File: src/rtl/mio_arbiter_pkg.sv
// Shared state encodings and owner constants for the CPU/device memory arbiter.
package mio_arbiter_pkg;

  typedef enum logic [1:0] {
    MIO_IDLE   = 2'd0,
    MIO_ACCESS = 2'd1,
    MIO_WAIT   = 2'd2,
    MIO_DONE   = 2'd3
  } mio_state_t;

  localparam logic OWN_CPU = 1'b0;
  localparam logic OWN_DEV = 1'b1;

endpackage

File: src/rtl/mio_arbiter_rr_pick2.sv
// Two-input round-robin chooser: a tie goes to the master that was not granted last.
module rr_pick2
  import mio_arbiter_pkg::*;
(
  input  logic req_a,
  input  logic req_b,
  input  logic last,
  output logic grant,
  output logic valid
);

  always_comb begin
    valid = req_a | req_b;
    if (req_a && req_b) grant = ~last;
    else                grant = req_b ? OWN_DEV : OWN_CPU;
  end

endmodule

File: src/rtl/mio_arbiter.sv
// Two-master (CPU read/write, device read-only) arbiter in front of one single-port RAM
// with a fixed read latency; one word access at a time, per-requester ready pulse.
module mio_arbiter
  import mio_arbiter_pkg::*;
#(
  parameter int MEM_AW  = 10,
  parameter int MEM_LAT = 1
) (
  input  logic              clk,
  input  logic              reset,
  input  logic              cpu_req,
  input  logic              cpu_we,
  input  logic [31:0]       cpu_addr,
  input  logic [31:0]       cpu_wdata,
  output logic [31:0]       cpu_rdata,
  output logic              cpu_ready,
  input  logic              dev_req,
  input  logic [31:0]       dev_addr,
  output logic [31:0]       dev_rdata,
  output logic              dev_ready,
  output logic              mem_en,
  output logic              mem_we,
  output logic [MEM_AW-1:0] mem_addr,
  output logic [31:0]       mem_wdata,
  input  logic [31:0]       mem_rdata,
  output logic              owner,
  output logic [1:0]        state_out
);

  mio_state_t state;
  logic [3:0] cnt;
  logic       last;
  logic       acc_we;
  logic       pick_grant;
  logic       pick_valid;
  logic       unused_addr;

  assign unused_addr = ^{cpu_addr[31:MEM_AW+2], cpu_addr[1:0],
                         dev_addr[31:MEM_AW+2], dev_addr[1:0]};

  rr_pick2 u_pick (
    .req_a (cpu_req),
    .req_b (dev_req),
    .last  (last),
    .grant (pick_grant),
    .valid (pick_valid)
  );

  assign state_out = state;

  always_ff @(posedge clk) begin
    if (reset) begin
      state     <= MIO_IDLE;
      cnt       <= '0;
      last      <= OWN_DEV;
      owner     <= OWN_CPU;
      acc_we    <= 1'b0;
      mem_en    <= 1'b0;
      mem_we    <= 1'b0;
      mem_addr  <= '0;
      mem_wdata <= '0;
      cpu_ready <= 1'b0;
      dev_ready <= 1'b0;
      cpu_rdata <= '0;
      dev_rdata <= '0;
    end else begin
      case (state)
        MIO_IDLE: begin
          // Strobe is registered here so it is high throughout the ACCESS cycle.
          if (pick_valid) begin
            owner  <= pick_grant;
            last   <= pick_grant;
            mem_en <= 1'b1;
            if (pick_grant == OWN_CPU) begin
              mem_we    <= cpu_we;
              acc_we    <= cpu_we;
              mem_addr  <= cpu_addr[MEM_AW+1:2];
              mem_wdata <= cpu_wdata;
            end else begin
              mem_we   <= 1'b0;
              acc_we   <= 1'b0;
              mem_addr <= dev_addr[MEM_AW+1:2];
            end
            state <= MIO_ACCESS;
          end
        end
        MIO_ACCESS: begin
          mem_en <= 1'b0;
          mem_we <= 1'b0;
          cnt    <= 4'(MEM_LAT);
          state  <= MIO_WAIT;
        end
        MIO_WAIT: begin
          if (cnt > 4'd1) begin
            cnt <= cnt - 4'd1;
          end else begin
            if (owner == OWN_DEV) begin
              dev_rdata <= mem_rdata;
              dev_ready <= 1'b1;
            end else begin
              if (!acc_we) cpu_rdata <= mem_rdata;
              cpu_ready <= 1'b1;
            end
            state <= MIO_DONE;
          end
        end
        MIO_DONE: begin
          cpu_ready <= 1'b0;
          dev_ready <= 1'b0;
          state     <= MIO_IDLE;
        end
        default: state <= MIO_IDLE;
      endcase
    end
  end

endmodule

File: config.mk
export PLATFORM = sky130hd
export DESIGN_NAME = mio_arbiter
export DESIGN_NICKNAME = d
export VERILOG_FILES = /design/src/rtl/mio_arbiter_pkg.sv /design/src/rtl/mio_arbiter_rr_pick2.sv /design/src/rtl/mio_arbiter.sv
export SDC_FILE = /design/constraint.sdc
export NUM_CORES = 1
export LEC_CHECK = 0
export BUFFER_PORTS_ARGS = -buffer_cell sky130_fd_sc_hd__buf_2
export CORE_MARGIN = 2
export CORE_UTILIZATION = 44
export DETAILED_ROUTE_END_ITERATION = 10
export PLACE_DENSITY_LB_ADDON = 0.3
export SLEW_MARGIN = 20
export SYNTH_ARGS = -nofsm -noshare
export SYNTH_HDL_FRONTEND = slang
export SYNTH_SLANG_ARGS = --single-unit
File: constraint.sdc
create_clock -name clk -period 1.8 [get_ports clk]
set_input_delay 0.27 -clock clk [delete_from_list [all_inputs] [get_ports clk]]
set_output_delay 0.27 -clock clk [all_outputs]
set_load 0.02 [all_outputs]
Yosys cells after proc, flatten, opt, wreduce, memory -nomap -nowiden
Cells that the tools add are included.
- flip-flop bits (word level): 119
- output and inout port bits: 113
- word-level logic and storage cells: 62
- $add $sub $neg: 1
- $lt $le $gt $ge: 1
- eq/ne operators: 8
- multiplexer cells: 19
- bitwise logic cells: 6
- reduce and logical (&&, ||, !) cells: 14
- operators by type and width (kind ; count):
    3-bit AND reduction ; 4
    10-bit 2-to-1 mux ; 1
    2-bit inequality test, second input constant ; 5
    1-bit 2-to-1 mux ; 9
    1-bit one-hot mux with 2 select lines ; 4
    2-bit one-hot mux with 4 select lines ; 1
    4-bit one-hot mux with 2 select lines ; 1
    2-bit AND reduction ; 4
    2-bit nonzero test ; 3
    1-bit inverter ; 5
    2-bit == test, second input constant ; 2
    4-bit by 1-bit > comparator with 1-bit output, second input constant ; 1
    2-bit 2-to-1 mux ; 2
    4-bit 2-to-1 mux ; 1
    4-bit AND reduction ; 1
    4-bit by 1-bit subtractor with 4-bit output, second input constant ; 1
    2-bit by 1-bit == test with 1-bit output, second input constant ; 1
    2-bit zero test ; 1
    1-bit logical AND ; 1
    1-bit bitwise OR ; 1

Longest topological paths before layout
Gate-level depths: netlist of the first run.
- word-level depth: 5
- mapped depth: 9
- gate-level depth less buffers: 6

Modules after synthesis
A second synthesis of the first run with hierarchy kept.
- cells, all modules: 545
- area, all modules: 4409.2 um2
- modules (own cells, without submodules) (module ; instances ; cells an instance ; area an instance (um2) ; sequential area each (um2)):
    mio_arbiter ; 1 ; 543 ; 4395.5 ; 2382.3
    rr_pick2 ; 1 ; 2 ; 13.8 ; 0.0

Least setup slack after synthesis of the first run
Ideal clock, no wire load.
- path kind: register to register
- from: register state[0] (netlist: state_out[0])
- to: register cpu_rdata[0]
- setup time: 132 ps
- arrival: 1622 ps
- path slack: 45 ps
- cell stages (with the launch flop): 10
- path buffers: 3
- clock period less this slack: 1755 ps
- cell sequence: dfxtp_1 -> inv_1 -> ha_1 -> buf_4 -> and2b_1 -> and3_1 -> buf_2 -> buf_4 -> nand2_1 -> a21oi_1
- cells in the longest elaborated chain, start to end: 2
- ends and longest elaborated chain (element ; RTL line ; source):
    from (decl) ; mio_arbiter.sv:30 ; mio_state_t state;
    from (signal assigned) ; mio_arbiter.sv:53 ; state <= MIO_IDLE;
    from (signal assigned) ; mio_arbiter.sv:84 ; state <= MIO_ACCESS;
    from (signal assigned) ; mio_arbiter.sv:91 ; state <= MIO_WAIT;
    2-bit == test ; mio_arbiter.sv:67 ; case (state)
    4-bit AND reduction (no line) ; -- ;
    to (signal assigned) ; mio_arbiter.sv:101 ; if (!acc_we) cpu_rdata <= mem_rdata;
    to (decl) ; mio_arbiter.sv:15 ; output logic [31:0] cpu_rdata,
No other way between the ends.
A chain may end at the register's enable or synchronous reset.

Worst setup path in the final report of the first run
- from: register state[1] (netlist: state_out[1])
- to: register mem_addr[7]
- cells in the longest elaborated chain, start to end: 2
- ends and longest elaborated chain (element ; RTL line ; source):
    2-bit zero test ; mio_arbiter.sv:67 ;
    2-bit AND reduction (no line) ; -- ;
    to (signal assigned) ; mio_arbiter.sv:77 ; mem_addr <= cpu_addr[MEM_AW+1:2];
    to (signal assigned) ; mio_arbiter.sv:82 ; mem_addr <= dev_addr[MEM_AW+1:2];
    to (decl) ; mio_arbiter.sv:23 ; output logic [MEM_AW-1:0] mem_addr,
No other way between the ends.

==> results of run 1 <==
## worst paths after layout
kind | startpoint | to | slack, ns
max | state_out[1] | mem_addr[7] | 0.09
min | mem_rdata[17] | dev_rdata[17] | 0.01
max reg2reg | state_out[1] | mem_addr[7] | 0.09
min reg2reg | mem_wdata[12] | mem_wdata[12] | 0.45
## cell families after synthesis
family | count (synthesis) | share of synthesized area, %
buffers and inverters | 45 | 4.73
AO/OA/AOI/OAI | 133 | 17.5
flip-flops | 119 | 54.3
AND/OR/NAND/NOR | 234 | 21.7
adder cells (fa/ha/maj) | 6 | 1.71
## final cells by class
cell class / count / share of cell area [%]
inverters: 10 / 0.541
clock buffers: 24 / 7.07
clock inverters: 8 / 1.01
multi-input cells: 373 / 26.3
repair buffers: 296 / 28.4
flip-flops and latches: 119 / 34.3
well taps: 133 / 2.40
## placed cells by master, fill, tap and decap left out, types with 3 or more instances in the layout
| cell | instances |
|---|---|
| buf_12 | 3 |
| clkbuf_16 | 16 |
| dlygate4sd3_1 | 80 |
| buf_6 | 3 |
| a21oi_1 | 102 |
| nand2_1 | 199 |
| and3_1 | 11 |
| o21ai_0 | 3 |
| inv_1 | 9 |
| clkbuf_8 | 6 |
| buf_2 | 200 |
| clkinv_2 | 5 |
| buf_4 | 10 |
| a221o_1 | 10 |
| nand3_1 | 5 |
| ha_1 | 4 |
| nor2_1 | 7 |
| dfxtp_1 | 119 |
## layer usage
layer | GRT usage (%) | part of all wire (%)
met5 | 0 | 0
met4 | 15.0 | 4.6
met3 | 7.39 | 5.5
met2 | 44.7 | 50
met1 | 29.5 | 40
## where the power goes
part / switching, mW / internal, mW
registers: 0.220 / 3.05
logic: 1.77 / 1.04
clock network: 1.14 / 2.00
total: 3.13 / 6.08
## worst max-delay path, cell delays in order, from the launching register on
cell	delay (ns)
dfxtp_1	0.38
inv_1	0.09
ha_2	0.23
nand2_1	0.18
a21o_1	0.23
nor2_4	0.10
a221o_1	0.37
## timing repair
item | 4_1_cts | 5_1_grt
hold buffers | 80 | 0
endpoints found under the setup margin | 0 | 46
gates resized for setup | 0 | 8
hold endpoints to repair | 87 | 0
## flip-flops by register name (all words and copies together) (netlist names), 2 cells and up
register	count
mem_addr	10
mem_wdata	32
dev_rdata	32
cnt	4
state_out	2
cpu_rdata	32
## metrics by stage
step	instance area (sq um)	std cells	TNS [ns]	setup slack [ns]	total power, mW
floorplan	4390	537	0	0.0454	4.97
global placement	5550	851	0	0.166	5.77
detailed placement	5550	851	0	0.0982	5.87
CTS	6910	963	0	0.0913	9.13
global route	6940	963	-0.0197	-0.0157	9.67
finish	6940	963	0	0.0852	9.21
==> flow_summary.json, run 1 <==
{
  "cts_buffers": 17,
  "hpwl_um": 8650,
  "ys_seq_area_share_pct": 54.3,
  "yosysMostFrequentCell": "nand2_1",
  "dieHeight_um": 104,
  "gp_congestion": 0.849,
  "final_util_pct": 71.3,
  "cts_root_buffer": "clkbuf_8",
  "synth_seq_cells": 119,
  "vias_per_cell": 5.00,
  "drive_above_1_share_pct": 30.8,
  "cp-start-kind": "flop",
  "routedWlPerCell_um": 14.7,
  "hp-class": "in2reg",
  "drtAntennaViolNets": 0,
  "grt_util_all_layers_pct": 26.3,
  "ys.flop_type": "dfxtp_1",
  "synth_edf_count": 0,
  "post-cts-setup-buffer-count": 0,
  "core_sq_um": 9730,
  "synthesis.nets": 676,
  "start_util_pct": 45.1,
  "ir_drop_mv": 0.620,
  "drt-pass1-iter-count": 4,
  "maxCapViolations": 0,
  "yosysTopAreaCell": "dfxtp_1",
  "synth_area_leaders": "dfxtp_1 54%, nand2_1 17%, a21oi_1 12%, a221o_1 2.3%, buf_2 2.2%",
  "ys_types": 39,
  "synth_area_sq_um": 4390,
  "diodes": 0,
  "die_x_um": 104,
  "setup_violations": 0,
  "yosysWarnings": 0,
  "cp.required_ns": 2.20,
  "port_buffers": 201,
  "grt_max_degree": 60,
  "drt_iter0_markers": 240,
  "power_per_cell_area_nw_per_um2": 1330,
  "critical_path_class": "reg2reg",
  "p_leak_nw": 3.16,
  "postSynthCellCount": 537,
  "nFillCells": 760,
  "min_period_ns": 1.71,
  "cts_tree": "built",
  "remaining_drc_errors": 0,
  "htree_levels": 4,
  "overflow": 0,
  "finalCritPeriodShare_pct": 95.3,
  "worstMarginPinSlew_ns": 0.504,
  "clkTransAtPathRegs_ns": 0.05,
  "design.die.area_sq_um": 10800,
  "grt_pass1_wl_um": 22700,
  "slew_headroom_pct": 66.4,
  "multi_input_area_sq_um": 1820,
  "ios": 246,
  "seq_area_sq_um": 2380,
  "whs_path_depth": 3,
  "antenna_found_initial": 0,
  "clock.fmax_ghz": 0.583,
  "clock_path_buffers": 2,
  "run_status": "finished clean",
  "vias": 4813,
  "drt_wl_total_um": 14200,
  "grt_pass1_vias": 4790,
  "clk_latency_ns": 0.53,
  "endpoint_kind": "flop",
  "whs_ns": 0.0106,
  "clkSinkCount": 119,
  "synth.top_cell.area_share_pct": 54.3,
  "rows": 36,
  "crit_fanout": 10,
  "r2r_cells": 6,
  "finalHoldViolations": 0,
  "cp.arrival_ns": 2.11,
  "synthArstFlopShare_pct": 0,
  "skew_ns": 0.0137,
  "avgSynthCellArea_sq_um": 8.17,
  "nets": 956,
  "area_delta_synth_final_pct": 58.2,
  "yosys-top-cells-count": "199 x nand2_1, 119 x dfxtp_1, 102 x a21oi_1",
  "grt_setup_unrepaired": "yes",
  "slew_viol_final": 0
}
Note: power is estimated with default switching activity, not from simulation.
==> run 2, diff against run 1 <==
--- a/config.mk
+++ b/config.mk
@@ -9,6 +9,7 @@
 export CORE_MARGIN = 2
 export CORE_UTILIZATION = 44
 export DETAILED_ROUTE_END_ITERATION = 10
+export HOLD_SLACK_MARGIN = 0.06
 export PLACE_DENSITY_LB_ADDON = 0.3
 export SLEW_MARGIN = 20
 export SYNTH_ARGS = -nofsm -noshare
==> run 2 against run 1 <==
Flip-flop and latch count did not move. Critical path type unchanged. Highest routed layer unchanged. Utilization rose by 0.72 points. Critical endpoint is now dev_rdata[25]. Design area rose by 1.0%. First-iteration DRC count fell by 0.83%. Setup slack improved by 0.064 ns. Sequential share of layout area fell by 0.34 points.
==> flow_summary.json, run 2 (synthesis results as in run 1) <==
{
  "r2r-end": "dev_rdata[25]",
  "reg2reg_from": "cnt[0]",
  "hp-class": "in2reg",
  "drt-pass1-iter-count": 5,
  "p_sw_share_pct": 33.9,
  "gp_congestion": 0.849,
  "slew_viol_final": 0,
  "rows": 36,
  "clkTransAtPathRegs_ns": 0.06,
  "grt_max_degree": 60,
  "worstMarginPinSlew_ns": 0.494,
  "grt_pass1_wl_um": 23200,
  "cp.required_ns": 2.26,
  "nets": 962,
  "skew_ns": 0.0197,
  "internal_power_mw": 6.10,
  "critical_path_class": "reg2reg",
  "clock_path_buffers": 2,
  "whs_path_depth": 3,
  "die_x_um": 104,
  "power_per_cell_area_nw_per_um2": 1320,
  "ir_drop_mv": 0.620,
  "drt_iter0_markers": 238,
  "placed_area_sq_um": 5550,
  "min_period_ns": 1.65,
  "overflow": 0,
  "post-cts-setup-buffer-count": 0,
  "area_delta_synth_final_pct": 59.8,
  "final_common_cell": "buf_2",
  "vias_per_cell": 5.02,
  "fin_area_sq_um": 7010,
  "design.die.area_sq_um": 10800,
  "grt_util_all_layers_pct": 26.8,
  "routedWlPerCell_um": 14.9,
  "cp.arrival_ns": 2.11,
  "fin_total_pwr_mw": 9.22,
  "finalCritPeriodShare_pct": 91.7,
  "cts_root_buffer": "clkbuf_8",
  "slew_headroom_pct": 67.1,
  "core_sq_um": 9730,
  "mostFrequentLayoutCells": "200 x buf_2, 199 x nand2_1, 119 x dfxtp_1, 102 x a21oi_1, 86 x dlygate4sd3_1",
  "drt_wl_total_um": 14400,
  "crit_fanout": 19,
  "start_util_pct": 45.1,
  "grt_pass1_vias": 4906,
  "remaining_drc_errors": 0,
  "antenna_found_initial": 1,
  "dieHeight_um": 104,
  "run_status": "finished clean",
  "drtAntennaViolNets": 0,
  "cp-start-kind": "flop",
  "htree_levels": 4,
  "min_from": "dev_req",
  "pwr-share-comb_pct": 30.7,
  "endpoint_kind": "flop",
  "p_leak_nw": 3.18,
  "vias": 4868,
  "multi_input_area_sq_um": 1830,
  "switchingPower_mw": 3.12,
  "r2r_cells": 7,
  "grt_setup_unrepaired": "yes",
  "finalHoldViolations": 0,
  "p_seq_share_pct": 35.4,
  "clkSinkCount": 119,
  "maxCapViolations": 0,
  "cts_tree": "built",
  "hpwl_um": 8650,
  "nFillCells": 743,
  "clock.fmax_ghz": 0.606,
  "seq_area_sq_um": 2380,
  "ios": 246,
  "cts_buffers": 17,
  "hold_end": "last",
  "port_buffers": 201,
  "reg_top3": "cpu_rdata: 32 flops, dev_rdata: 32 flops, mem_wdata: 32 flops",
  "drive_above_1_share_pct": 30.7,
  "clk_latency_ns": 0.53,
  "r2r_slack_ns": 0.15,
  "setup_violations": 0,
  "p_clk_share_pct": 33.9
}
## run 2: changes by cell type in the layout (fill, tap and decap cells not counted), sizes merged
cell / change
diode: +1
dlygate4sd3: +6
## run 2: critical path: stages, from the launching register on
cell	delay, ns
dfxtp_1	0.40
inv_1	0.06
ha_1	0.27
o21ba_2	0.26
nand3_1	0.11
buf_4	0.24
nand2_1	0.09
a21oi_1	0.15
## run 2: through the flow
step                worst slack, ns  cells  hold WS, ns  util (%)   TNS, ns
floorplan                    0.0454    537        0.406         -         0
global placement              0.166    851        0.439      57.0         0
detailed placement           0.0982    851        0.443      57.0         0
CTS                          0.0913    969        0.107      71.6         0
global route               -0.00177    970        0.158      72.1  -0.00177
finish                        0.149    970        0.165      72.1         0
## run 2: area by class of cell
| cell class | count | share of cell area [%] |
|---|---|---|
| Antenna cell | 1 | 0.0357 |
| Clock buffer | 24 | 7.00 |
| Clock inverter | 8 | 0.999 |
| Inverter | 10 | 0.535 |
| Multi-Input combinational cell | 373 | 26.1 |
| Sequential cell | 119 | 34.0 |
| Tap cell | 133 | 2.37 |
| Timing Repair Buffer | 302 | 29.0 |
## run 2: layer usage
layer  vias to the layer above  part of all wire [%]  GRT usage [%]
met5                         -                     0              0
met4                         0                   3.9           16.2
met3                        47                   5.1           6.83
met2                       213                    51           45.8
met1                      2243                    40           30.1
li1                       2365                     -              -
## run 2: how the worst max path moves through the flow
| stage | from | end | slack (ns) | depth (start not counted) |
|---|---|---|---|---|
| final | cnt[0] | dev_rdata[25] | 0.15 | 7 |
| after global routing | cnt[0] | dev_rdata[22] | -0.002 | 7 |
| after CTS | cnt[0] | cnt[0] | 0.09 | 6 |
| after detailed placement | state_out[1] | mem_wdata[13] | 0.1 | 7 |
| after global placement | state_out[1] | mem_addr[5] | 0.17 | 5 |
| after floorplan | state_out[0] | cpu_rdata[0] | 0.05 | 9 |
## run 2: repair_timing
action | in CTS | in global routing
resized for setup | 0 | 9
setup endpoints to repair | 0 | 48
hold endpoints to repair | 108 | 0
hold buffers | 86 | 0
## run 2: power by group through the flow
| stage | sequential [mW] | combinational [mW] | clock [mW] |
|---|---|---|---|
| 4_1_cts | 3.26 | 2.72 | 3.17 |
| 6_report | 3.27 | 2.83 | 3.13 |
| 3_3_place_gp | 3.29 | 2.48 | 0 |
| 5_1_grt | 3.32 | 3.06 | 3.31 |
| 3_5_place_dp | 3.31 | 2.56 | 0 |
| 2_1_floorplan | 3.77 | 1.20 | 0 |
